==> config.mk <==
export PLATFORM = sky130hd
export DESIGN_NAME = pipe_hazard_ctrl_flat
export DESIGN_NICKNAME = d
export VERILOG_FILES = /design/src/rtl/pipe_hazard_ctrl_if.sv /design/src/rtl/pipe_hazard_ctrl.sv /design/src/flat_wrapper.sv
export SDC_FILE = /design/constraint.sdc
export NUM_CORES = 1
export LEC_CHECK = 0
export ABC_CLOCK_PERIOD_IN_PS = 2000
export CORE_ASPECT_RATIO = 2
export CORE_MARGIN = 5
export CORE_UTILIZATION = 43
export CTS_CLUSTER_DIAMETER = 200
export DETAILED_ROUTE_END_ITERATION = 10
export PLACE_DENSITY_LB_ADDON = 0.3
export SLEW_MARGIN = 20
export SYNTH_ARGS = -nofsm -noshare
export SYNTH_HDL_FRONTEND = slang
export SYNTH_SLANG_ARGS = --single-unit
==> constraint.sdc <==
create_clock -name clk -period 2 [get_ports clk]
set_input_delay 0.4 -clock clk [delete_from_list [all_inputs] [get_ports clk]]
set_output_delay 0.4 -clock clk [all_outputs]
set_load 0.01 [all_outputs]
==> src/rtl/pipe_hazard_ctrl_if.sv <==
// Hazard-control bundle between the pipeline datapath and pipe_hazard_ctrl.
// master: datapath side (drives ID/EX hazard info); slave: the controller.
interface pipe_hazard_ctrl_if #(
  parameter int REG_W = 5,
  parameter int CNT_W = 16
);
  logic [REG_W-1:0] id_rs;
  logic [REG_W-1:0] id_rt;
  logic             id_uses_rs;
  logic             id_uses_rt;
  logic             ex_mem_read;
  logic [REG_W-1:0] ex_rd;
  logic             branch_taken;
  logic             jump;
  logic             mem_busy;
  logic             halt_req;
  logic             pc_write;
  logic             if_id_write;
  logic             if_id_flush;
  logic             id_ex_bubble;
  logic             pipe_freeze;
  logic             halted;
  logic             timeout_err;
  logic [CNT_W-1:0] stall_cycles;
  logic [CNT_W-1:0] flush_count;

  modport master (
    output id_rs, id_rt, id_uses_rs, id_uses_rt,
    output ex_mem_read, ex_rd, branch_taken, jump,
    output mem_busy, halt_req,
    input  pc_write, if_id_write, if_id_flush,
    input  id_ex_bubble, pipe_freeze, halted,
    input  timeout_err, stall_cycles, flush_count
  );

  modport slave (
    input  id_rs, id_rt, id_uses_rs, id_uses_rt,
    input  ex_mem_read, ex_rd, branch_taken, jump,
    input  mem_busy, halt_req,
    output pc_write, if_id_write, if_id_flush,
    output id_ex_bubble, pipe_freeze, halted,
    output timeout_err, stall_cycles, flush_count
  );
endinterface

==> src/rtl/pipe_hazard_ctrl.sv <==
// Pipeline sequencing: load-use stall, branch flush, mem wait, init, halt.
// Ports: clk, rst (async, active-high), hz (slave side of the bundle).
module pipe_hazard_ctrl #(
  parameter int REG_W       = 5,
  parameter int INIT_CYCLES = 2,
  parameter int TIMEOUT     = 64,
  parameter int CNT_W       = 16
) (
  input  logic              clk,
  input  logic              rst,
  pipe_hazard_ctrl_if.slave hz
);

  localparam int IC_W = (INIT_CYCLES > 1) ? $clog2(INIT_CYCLES) : 1;
  localparam int WT_W = (TIMEOUT > 1) ? $clog2(TIMEOUT) : 1;
  localparam logic [IC_W-1:0] INIT_LAST =
    IC_W'((INIT_CYCLES > 0) ? INIT_CYCLES - 1 : 0);
  localparam logic [WT_W-1:0] WAIT_LAST =
    WT_W'((TIMEOUT > 0) ? TIMEOUT - 1 : 0);

  typedef enum logic [1:0] {
    S_INIT,
    S_RUN,
    S_WAIT,
    S_HALT
  } state_e;

  state_e           state_q, state_d;
  logic [IC_W-1:0]  init_q, init_d;
  logic [WT_W-1:0]  wait_q, wait_d;
  logic [CNT_W-1:0] stall_q, stall_d;
  logic [CNT_W-1:0] flush_q, flush_d;
  logic             tmo_q, tmo_d;

  logic load_use;
  logic init_last;

  assign load_use = hz.ex_mem_read && (hz.ex_rd != '0) &&
    ((hz.id_uses_rs && (hz.ex_rd == hz.id_rs)) ||
     (hz.id_uses_rt && (hz.ex_rd == hz.id_rt)));

  assign init_last = (INIT_CYCLES == 0) || (init_q == INIT_LAST);

  always_ff @(posedge clk or posedge rst) begin
    if (rst) begin
      state_q <= S_INIT;
      init_q  <= '0;
      wait_q  <= '0;
      stall_q <= '0;
      flush_q <= '0;
      tmo_q   <= 1'b0;
    end else begin
      state_q <= state_d;
      init_q  <= init_d;
      wait_q  <= wait_d;
      stall_q <= stall_d;
      flush_q <= flush_d;
      tmo_q   <= tmo_d;
    end
  end

  always_comb begin
    state_d         = state_q;
    init_d          = init_q;
    wait_d          = wait_q;
    stall_d         = stall_q;
    flush_d         = flush_q;
    tmo_d           = tmo_q;
    hz.pc_write     = 1'b0;
    hz.if_id_write  = 1'b0;
    hz.if_id_flush  = 1'b0;
    hz.id_ex_bubble = 1'b0;
    hz.pipe_freeze  = 1'b0;
    hz.halted       = 1'b0;
    unique case (state_q)
      S_INIT: begin
        hz.if_id_write  = 1'b1;
        hz.if_id_flush  = 1'b1;
        hz.id_ex_bubble = 1'b1;
        init_d          = init_q + 1'b1;
        if (init_last) state_d = S_RUN;
      end
      S_RUN, S_WAIT: begin
        hz.pc_write    = 1'b1;
        hz.if_id_write = 1'b1;
        wait_d         = '0;
        state_d        = S_RUN;
        priority case (1'b1)
          hz.halt_req: begin
            hz.pc_write    = 1'b0;
            hz.if_id_flush = 1'b1;
            state_d        = S_HALT;
          end
          hz.mem_busy: begin
            hz.pc_write    = 1'b0;
            hz.if_id_write = 1'b0;
            hz.pipe_freeze = 1'b1;
            if (~&stall_q) stall_d = stall_q + 1'b1;
            // Timeout fires on the TIMEOUT-th consecutive busy cycle.
            if (wait_q == WAIT_LAST) begin
              tmo_d   = 1'b1;
              state_d = S_HALT;
            end else begin
              wait_d  = wait_q + 1'b1;
              state_d = S_WAIT;
            end
          end
          // Stall wins over redirect; the branch is seen again next cycle.
          load_use: begin
            hz.pc_write     = 1'b0;
            hz.if_id_write  = 1'b0;
            hz.id_ex_bubble = 1'b1;
            if (~&stall_q) stall_d = stall_q + 1'b1;
          end
          hz.branch_taken || hz.jump: begin
            hz.if_id_flush = 1'b1;
            if (~&flush_q) flush_d = flush_q + 1'b1;
          end
          default: ;
        endcase
      end
      S_HALT: begin
        hz.if_id_write  = 1'b1;
        hz.if_id_flush  = 1'b1;
        hz.id_ex_bubble = 1'b1;
        hz.halted       = 1'b1;
      end
    endcase
  end

  assign hz.timeout_err  = tmo_q;
  assign hz.stall_cycles = stall_q;
  assign hz.flush_count  = flush_q;

endmodule

==> src/flat_wrapper.sv <==
// flat-port wrapper written by rule: the top's interface ports become plain ports
module pipe_hazard_ctrl_flat 
#(
  parameter int REG_W       = 5,
  parameter int INIT_CYCLES = 2,
  parameter int TIMEOUT     = 64,
  parameter int CNT_W       = 16
)
  (clk, rst, hz_id_rs, hz_id_rt, hz_id_uses_rs, hz_id_uses_rt, hz_ex_mem_read, hz_ex_rd, hz_branch_taken, hz_jump, hz_mem_busy, hz_halt_req, hz_pc_write, hz_if_id_write, hz_if_id_flush, hz_id_ex_bubble, hz_pipe_freeze, hz_halted, hz_timeout_err, hz_stall_cycles, hz_flush_count);
  pipe_hazard_ctrl_if #(.REG_W(REG_W), .CNT_W(CNT_W)) hz_i ();
  input  logic clk;
  input  logic rst;
  input wire logic [$bits(hz_i.id_rs)-1:0] hz_id_rs;
  input wire logic [$bits(hz_i.id_rt)-1:0] hz_id_rt;
  input wire logic [$bits(hz_i.id_uses_rs)-1:0] hz_id_uses_rs;
  input wire logic [$bits(hz_i.id_uses_rt)-1:0] hz_id_uses_rt;
  input wire logic [$bits(hz_i.ex_mem_read)-1:0] hz_ex_mem_read;
  input wire logic [$bits(hz_i.ex_rd)-1:0] hz_ex_rd;
  input wire logic [$bits(hz_i.branch_taken)-1:0] hz_branch_taken;
  input wire logic [$bits(hz_i.jump)-1:0] hz_jump;
  input wire logic [$bits(hz_i.mem_busy)-1:0] hz_mem_busy;
  input wire logic [$bits(hz_i.halt_req)-1:0] hz_halt_req;
  output wire logic [$bits(hz_i.pc_write)-1:0] hz_pc_write;
  output wire logic [$bits(hz_i.if_id_write)-1:0] hz_if_id_write;
  output wire logic [$bits(hz_i.if_id_flush)-1:0] hz_if_id_flush;
  output wire logic [$bits(hz_i.id_ex_bubble)-1:0] hz_id_ex_bubble;
  output wire logic [$bits(hz_i.pipe_freeze)-1:0] hz_pipe_freeze;
  output wire logic [$bits(hz_i.halted)-1:0] hz_halted;
  output wire logic [$bits(hz_i.timeout_err)-1:0] hz_timeout_err;
  output wire logic [$bits(hz_i.stall_cycles)-1:0] hz_stall_cycles;
  output wire logic [$bits(hz_i.flush_count)-1:0] hz_flush_count;
  assign hz_i.id_rs = hz_id_rs;
  assign hz_i.id_rt = hz_id_rt;
  assign hz_i.id_uses_rs = hz_id_uses_rs;
  assign hz_i.id_uses_rt = hz_id_uses_rt;
  assign hz_i.ex_mem_read = hz_ex_mem_read;
  assign hz_i.ex_rd = hz_ex_rd;
  assign hz_i.branch_taken = hz_branch_taken;
  assign hz_i.jump = hz_jump;
  assign hz_i.mem_busy = hz_mem_busy;
  assign hz_i.halt_req = hz_halt_req;
  assign hz_pc_write = hz_i.pc_write;
  assign hz_if_id_write = hz_i.if_id_write;
  assign hz_if_id_flush = hz_i.if_id_flush;
  assign hz_id_ex_bubble = hz_i.id_ex_bubble;
  assign hz_pipe_freeze = hz_i.pipe_freeze;
  assign hz_halted = hz_i.halted;
  assign hz_timeout_err = hz_i.timeout_err;
  assign hz_stall_cycles = hz_i.stall_cycles;
  assign hz_flush_count = hz_i.flush_count;
  pipe_hazard_ctrl #(.REG_W(REG_W), .INIT_CYCLES(INIT_CYCLES), .TIMEOUT(TIMEOUT), .CNT_W(CNT_W)) u_core (.clk(clk), .rst(rst), .hz(hz_i));
endmodule
# [Word level (Yosys, flattened, before mapping)]
# Cells that the tools add are included.
[op_classes] bitwise_logic=4 addsub=4 n_reduce_logical=18 eq_ne=7 mux=30
[ops] op="2-to-1 mux 16 bit" n=3
[ops] op="adder 16 x 1 -> 16 bit, second input constant" n=2
[ops] op="AND reduction 16 bit" n=2
[ops] op="2-to-1 mux 6 bit" n=3
[ops] op="2-to-1 mux 1 bit" n=17
[ops] op="equality test 5 bit" n=2
[ops] op="adder 6 x 1 -> 6 bit, second input constant" n=1
[ops] op="equality test 6 bit, second input constant" n=1
[ops] op="2-to-1 mux 2 bit" n=3
[ops] op="one-hot mux 1 bit (2 select lines)" n=3
[ops] op="AND reduction 6 bit" n=1
[ops] op="nonzero test 5 bit" n=1
[ops] op="equality test 2 bit, second input constant" n=2
[ops] op="logical AND 1 bit" n=4
[ops] op="inverter 1 bit" n=4
[ops] op="one-hot mux 2 bit (2 select lines)" n=1
[ops] op="AND reduction 4 bit" n=1
[ops] op="nonzero test 2 bit" n=2
[ops] op="OR reduction 2 bit" n=2
[ops] op="AND reduction 3 bit" n=1
[ops] op="equality test 2 x 1 -> 1 bit, second input constant" n=1
[ops] op="zero test 2 bit" n=1
[ops] op="logical OR 1 bit" n=2
[ops] op="!= test 2 x 1 -> 1 bit, second input constant" n=1
[ops] op="other kinds (2)" n=2
[totals] ff_bits=42 wordCells=69 in_bits=24 output_inout_bits=39

# [Depth between registers and ports, before layout]
[depth] ltp_word=8 depth_mapped=9 ltp_nobuf=9

# [Worst setup path before layout]
# No wires, ideal clock.
[synth_timing] path_type="input-to-output" start="in hz_ex_rd[0]" end="out hz_if_id_flush" n_path_buf=1 path_slack_ns=-0.063 t_arrival_ns=1.663 path_stages=6 required_ns=1.600 cell_sequence="or4_1 > o21a_4 > a21oi_4 > buf_6 > nand2_1 > nand2_1"
[synth_between] elab_chain_cells=8 elab_cells_between_ends=12 classes_between="eq/ne: 2; mux: 4; reduce/logical: 6"
[synth_lines] item="start, declared" line="flat_wrapper.sv:18" source="input wire logic [$bits(hz_i.ex_rd)-1:0] hz_ex_rd;"
[synth_lines] item="equality test 5 bit (on tied branches)" line="pipe_hazard_ctrl.sv:39, pipe_hazard_ctrl.sv:40"
[synth_lines] item="logical AND 1 bit (on tied branches)" line="pipe_hazard_ctrl.sv:39, pipe_hazard_ctrl.sv:40"
[synth_lines] item="logical OR 1 bit" line="pipe_hazard_ctrl.sv:39" source="((hz.id_uses_rs && (hz.ex_rd == hz.id_rs)) ||"
[synth_lines] item="logical AND 1 bit *" line="pipe_hazard_ctrl.sv:38" source="assign load_use = hz.ex_mem_read && (hz.ex_rd != '0) &&"
[synth_lines] item="2-to-1 mux 1 bit * (3 in a row)" line="pipe_hazard_ctrl.sv:88" source="priority case (1'b1)"
[synth_lines] item="one-hot mux 1 bit (2 select lines) *" line="pipe_hazard_ctrl.sv:75" source="unique case (state_q)"
[synth_lines] item="end, declared" line="flat_wrapper.sv:25" source="output wire logic [$bits(hz_i.if_id_flush)-1:0] hz_if_id_flush;"
# Every way passes the cells marked *; elsewhere a longest branch is shown, timed or not.

# [Final worst setup path]
[layout_timing] start="in hz_id_rt[2]" end="out hz_if_id_write"
[layout_between] elab_chain_cells=8
[layout_lines] item="start, declared" line="flat_wrapper.sv:14" source="input wire logic [$bits(hz_i.id_rt)-1:0] hz_id_rt;"
[layout_lines] item="equality test 5 bit" line="pipe_hazard_ctrl.sv:40" source="(hz.id_uses_rt && (hz.ex_rd == hz.id_rt)));"
[layout_lines] item="logical AND 1 bit" line="pipe_hazard_ctrl.sv:40"
[layout_lines] item="logical OR 1 bit" line="pipe_hazard_ctrl.sv:39"
[layout_lines] item="logical AND 1 bit" line="pipe_hazard_ctrl.sv:38"
[layout_lines] item="2-to-1 mux 1 bit (3 in a row)" line="pipe_hazard_ctrl.sv:88"
[layout_lines] item="one-hot mux 1 bit (2 select lines)" line="pipe_hazard_ctrl.sv:75"
[layout_lines] item="end, declared" line="flat_wrapper.sv:24" source="output wire logic [$bits(hz_i.if_id_write)-1:0] hz_if_id_write;"
# No other way between the ends.

==> impl_results.md <==
- Final std cells w/o fill: just under 400
- Syn Nets: between 200 and 250
- Synth warn: 0
- Dpl hpwl: between 4000 and 5000 um
- Number of I/O pins: 63
- Die ar.: just under 7000 sq um
- Routed WL: between 6000 and 7000 um
- Worst-margin pin slew: around 0.54 ns
- Family with the most delay on the worst path: buffers and inverters
- Setup Skew: ~0.014 ns
- CP dominant cell by count: buf_6
- CP Class: input port to primary output
- CP arrival: around 1.8 ns
- CTS Buf Count: 5
- Inst Count DP: approximately 370
- Syn Inst Count: 218
- Hold Vio Cnt, Final: 0
- Post-synthesis async set-or-reset flop share: 100%
- Clk sink count: 42
- 1st-pass router iterations: 7
- Crit Path Max Fanout: 2
- Worst min-delay path class: flop to flop
- Synthesized area: approximately 2300 sq um
- Seq/Total Area, Yosys: a little under half
- CTS tree: yes
- DRT iter0 DRCs: 86
- Final core occ: a little over two thirds
- Main synth FF type: dfrtp_1
- Initial Utilization: 44.4%
- Type of origin of the critical path: input port
- Root Driver: clkbuf_8
- CP max-delay cell: nand4_1
- CP bufs+invs: 5
- Setup tns final: -1.10 ns
- Row cnt: 37
- Reg clk slew, reported paths: ~0.080 ns
- Post-synth top cells: 42 x dfrtp_1, 39 x xnor2_1, 26 x nand2_1
- Pwr Density: between 500 and 600 nW/um^2
- Pleak: roughly 1.6 nW
- Final count of pins violating max slew: 0
- Post-place setup slack: -0.829 ns
- WHS: 0.499 ns
- Port bufs: 62
- Fin crit period: between 2 and 2.5 ns
- # Max-Cap Violations: 0
- GRT overflow: 0
- Synth cell types: 40
- Failing checks: negative setup slack
- GRT Util Overall: 18.9%
- Vias in the first global route: between 2000 and 2500
- Most common cell in the synthesized netlist: dfrtp_1
- P&R area growth vs syn: 56.7%
- Nets: around 360
- Slew HR: around 64%
- Antenna violations before repair: 0
- Final Cycle Share: 108%
- Largest cells by area after synthesis: dfrtp_1 46%, xnor2_1 15%, nand2_1 4.3%
- Final GP Congestion: between 0.8 and 0.9
- Crit end category: primary output
- Final setup vio count: 15
- Critical path required time: approximately 1.6 ns
- Vias post-DR: between 2000 and 2500
- Synth top area share: 46.1%
- Residual DRC: 0
- Ant. Diodes: 0
- Core ar.: 5140 sq um
- Vias per cell: around 5.3
- Layout cells sized above 1: a little under a third
- Clk Latency, worst-skew pair: 0.30 ns
- Post-Syn Area per Cell: about 10 sq um
- Yosys reg bits: 42
- Die Wd: roughly 60 um
- Synth area leader: dfrtp_1
- Pin count of the biggest net entering global routing: 43
- Fmax: roughly 0.46 GHz
- Worst setup margin: -0.161 ns
- Cell breakdown of the critical path: clkdlybuf4s15_2 > xnor2_2 > nand4_1 > o22ai_4 > buf_6 > buf_6 > a31o_4 > inv_2 > buf_6
- CTS max path bufs: 2
- CP peak stage delay: 0.24 ns
- RSZ-0062 raised after global routing: yes
- Global-route wire length before repair: between 10000 and 15000 um
- Post-synth EDFFs: 0
- Routed Antenna Nets: 0
- Status: finished with violations
- Post-DR wirelength/cell: 15.8 um
- H-tree level count: 2
- Die height: between 100 and 150 um
- Maximum vdd drop: about 0.00057 V
## final timing paths
| kind | from | cells after the start | slack, ns | end |
|---|---|---|---|---|
| max reg2reg | u_core.state_q[1]$_DFFE_PP0P_ | 8 | 0.18 | u_core.hz.stall_cycles[1]$_DFFE_PP0P_ |
| min reg2reg | u_core.wait_q[2]$_DFFE_PP0N_ | 1 | 0.50 | u_core.wait_q[2]$_DFFE_PP0N_ |
| max | hz_id_rt[2] | 9 | -0.16 | hz_if_id_write |
| max in group asynchronous | rst | 3 | 1.10 | u_core.hz.stall_cycles[10]$_DFFE_PP0P_ |
| min in group asynchronous | rst | 3 | 0.52 | u_core.hz.flush_count[12]$_DFFE_PP0P_ |
| min | u_core.wait_q[2]$_DFFE_PP0N_ | 1 | 0.50 | u_core.wait_q[2]$_DFFE_PP0N_ |
## worst register-to-register path, cell delays in order, from the launching register on
cell and delay [ns]:
dfrtp_1 0.35, inv_1 0.08, ha_4 0.27, nor2b_4 0.16
buf_4 0.14, o221ai_2 0.11, nor2b_4 0.15, buf_12 0.14
mux2_1 0.32
## report_power, final
part           switching [mW]  internal, mW
Sequential                  0         0.848
Combinational          0.0762        0.0968
Clock                   0.317         0.501
## state kept, by name (all words and copies together) (netlist names)
name,cells
u_core.wait_q,6
u_core.hz.timeout_err,1
u_core.state_q,2
u_core.init_last,1
u_core.hz.flush_count,16
u_core.hz.stall_cycles,16
## per-layer routing
layer / up-vias / GRT usage (%) / wire [um] / part of all wire, %
met5: - / 0 / 0 / 0
met4: 0 / 6.52 / 141 / 2.3
li1: 999 / - / - / -
met1: 1004 / 22.6 / 2360 / 38
met3: 13 / 3.08 / 264 / 4.3
met2: 53 / 32.8 / 3430 / 55
## stage by stage
step	area, sq um	total power, mW
2_1_floorplan	2280	0.921
3_3_place_gp	3200	1.00
3_5_place_dp	3200	1.00
4_1_cts	3490	1.84
5_1_grt	3570	1.89
6_report	3570	1.84
## area by class of cell
| type | count | area, sq um |
|---|---|---|
| Clock inverter | 3 | 68.8 |
| Sequential cell | 42 | 1050 |
| Clock buffer | 5 | 68.8 |
| Inverter | 8 | 32.5 |
| Timing Repair Buffer | 112 | 1010 |
| Fill cell | 388 | 1570 |
| Tap cell | 58 | 72.6 |
| Multi-Input combinational cell | 165 | 1270 |
## cells by family after synthesis
logic type | count (synthesis) | synth area share (%)
and+or+nand+nor | 95 | 23.7
muxes | 5 | 2.47
xor gates and xnor gates | 41 | 15.8
AOI/OAI and AO/OA | 19 | 6.75
buffers and inverters | 11 | 2.47
adders and majority gates | 5 | 2.74
DFF | 42 | 46.1
## cell usage in the layout, fill, tap and decap left out, types with 8 or more instances in the layout
cell	instances
and3_1	12
nand2_1	25
buf_4	41
o21ai_0	8
buf_6	13
dfrtp_1	42
xnor2_1	33
clkdlybuf4s50_1	42
nand3_1	15
nand4_1	14
## what timing repair did
| item | in CTS | in global routing |
|---|---|---|
| hold endpoints to repair | 0 | 0 |
| setup endpoints to repair | 33 | 13 |
| setup buffers | 10 | 7 |
| hold buffers | 0 | 0 |
| resized for setup | 83 | 11 |
| pin swaps | 19 | 8 |
No activity file was read; power rests on OpenSTA's default activity.
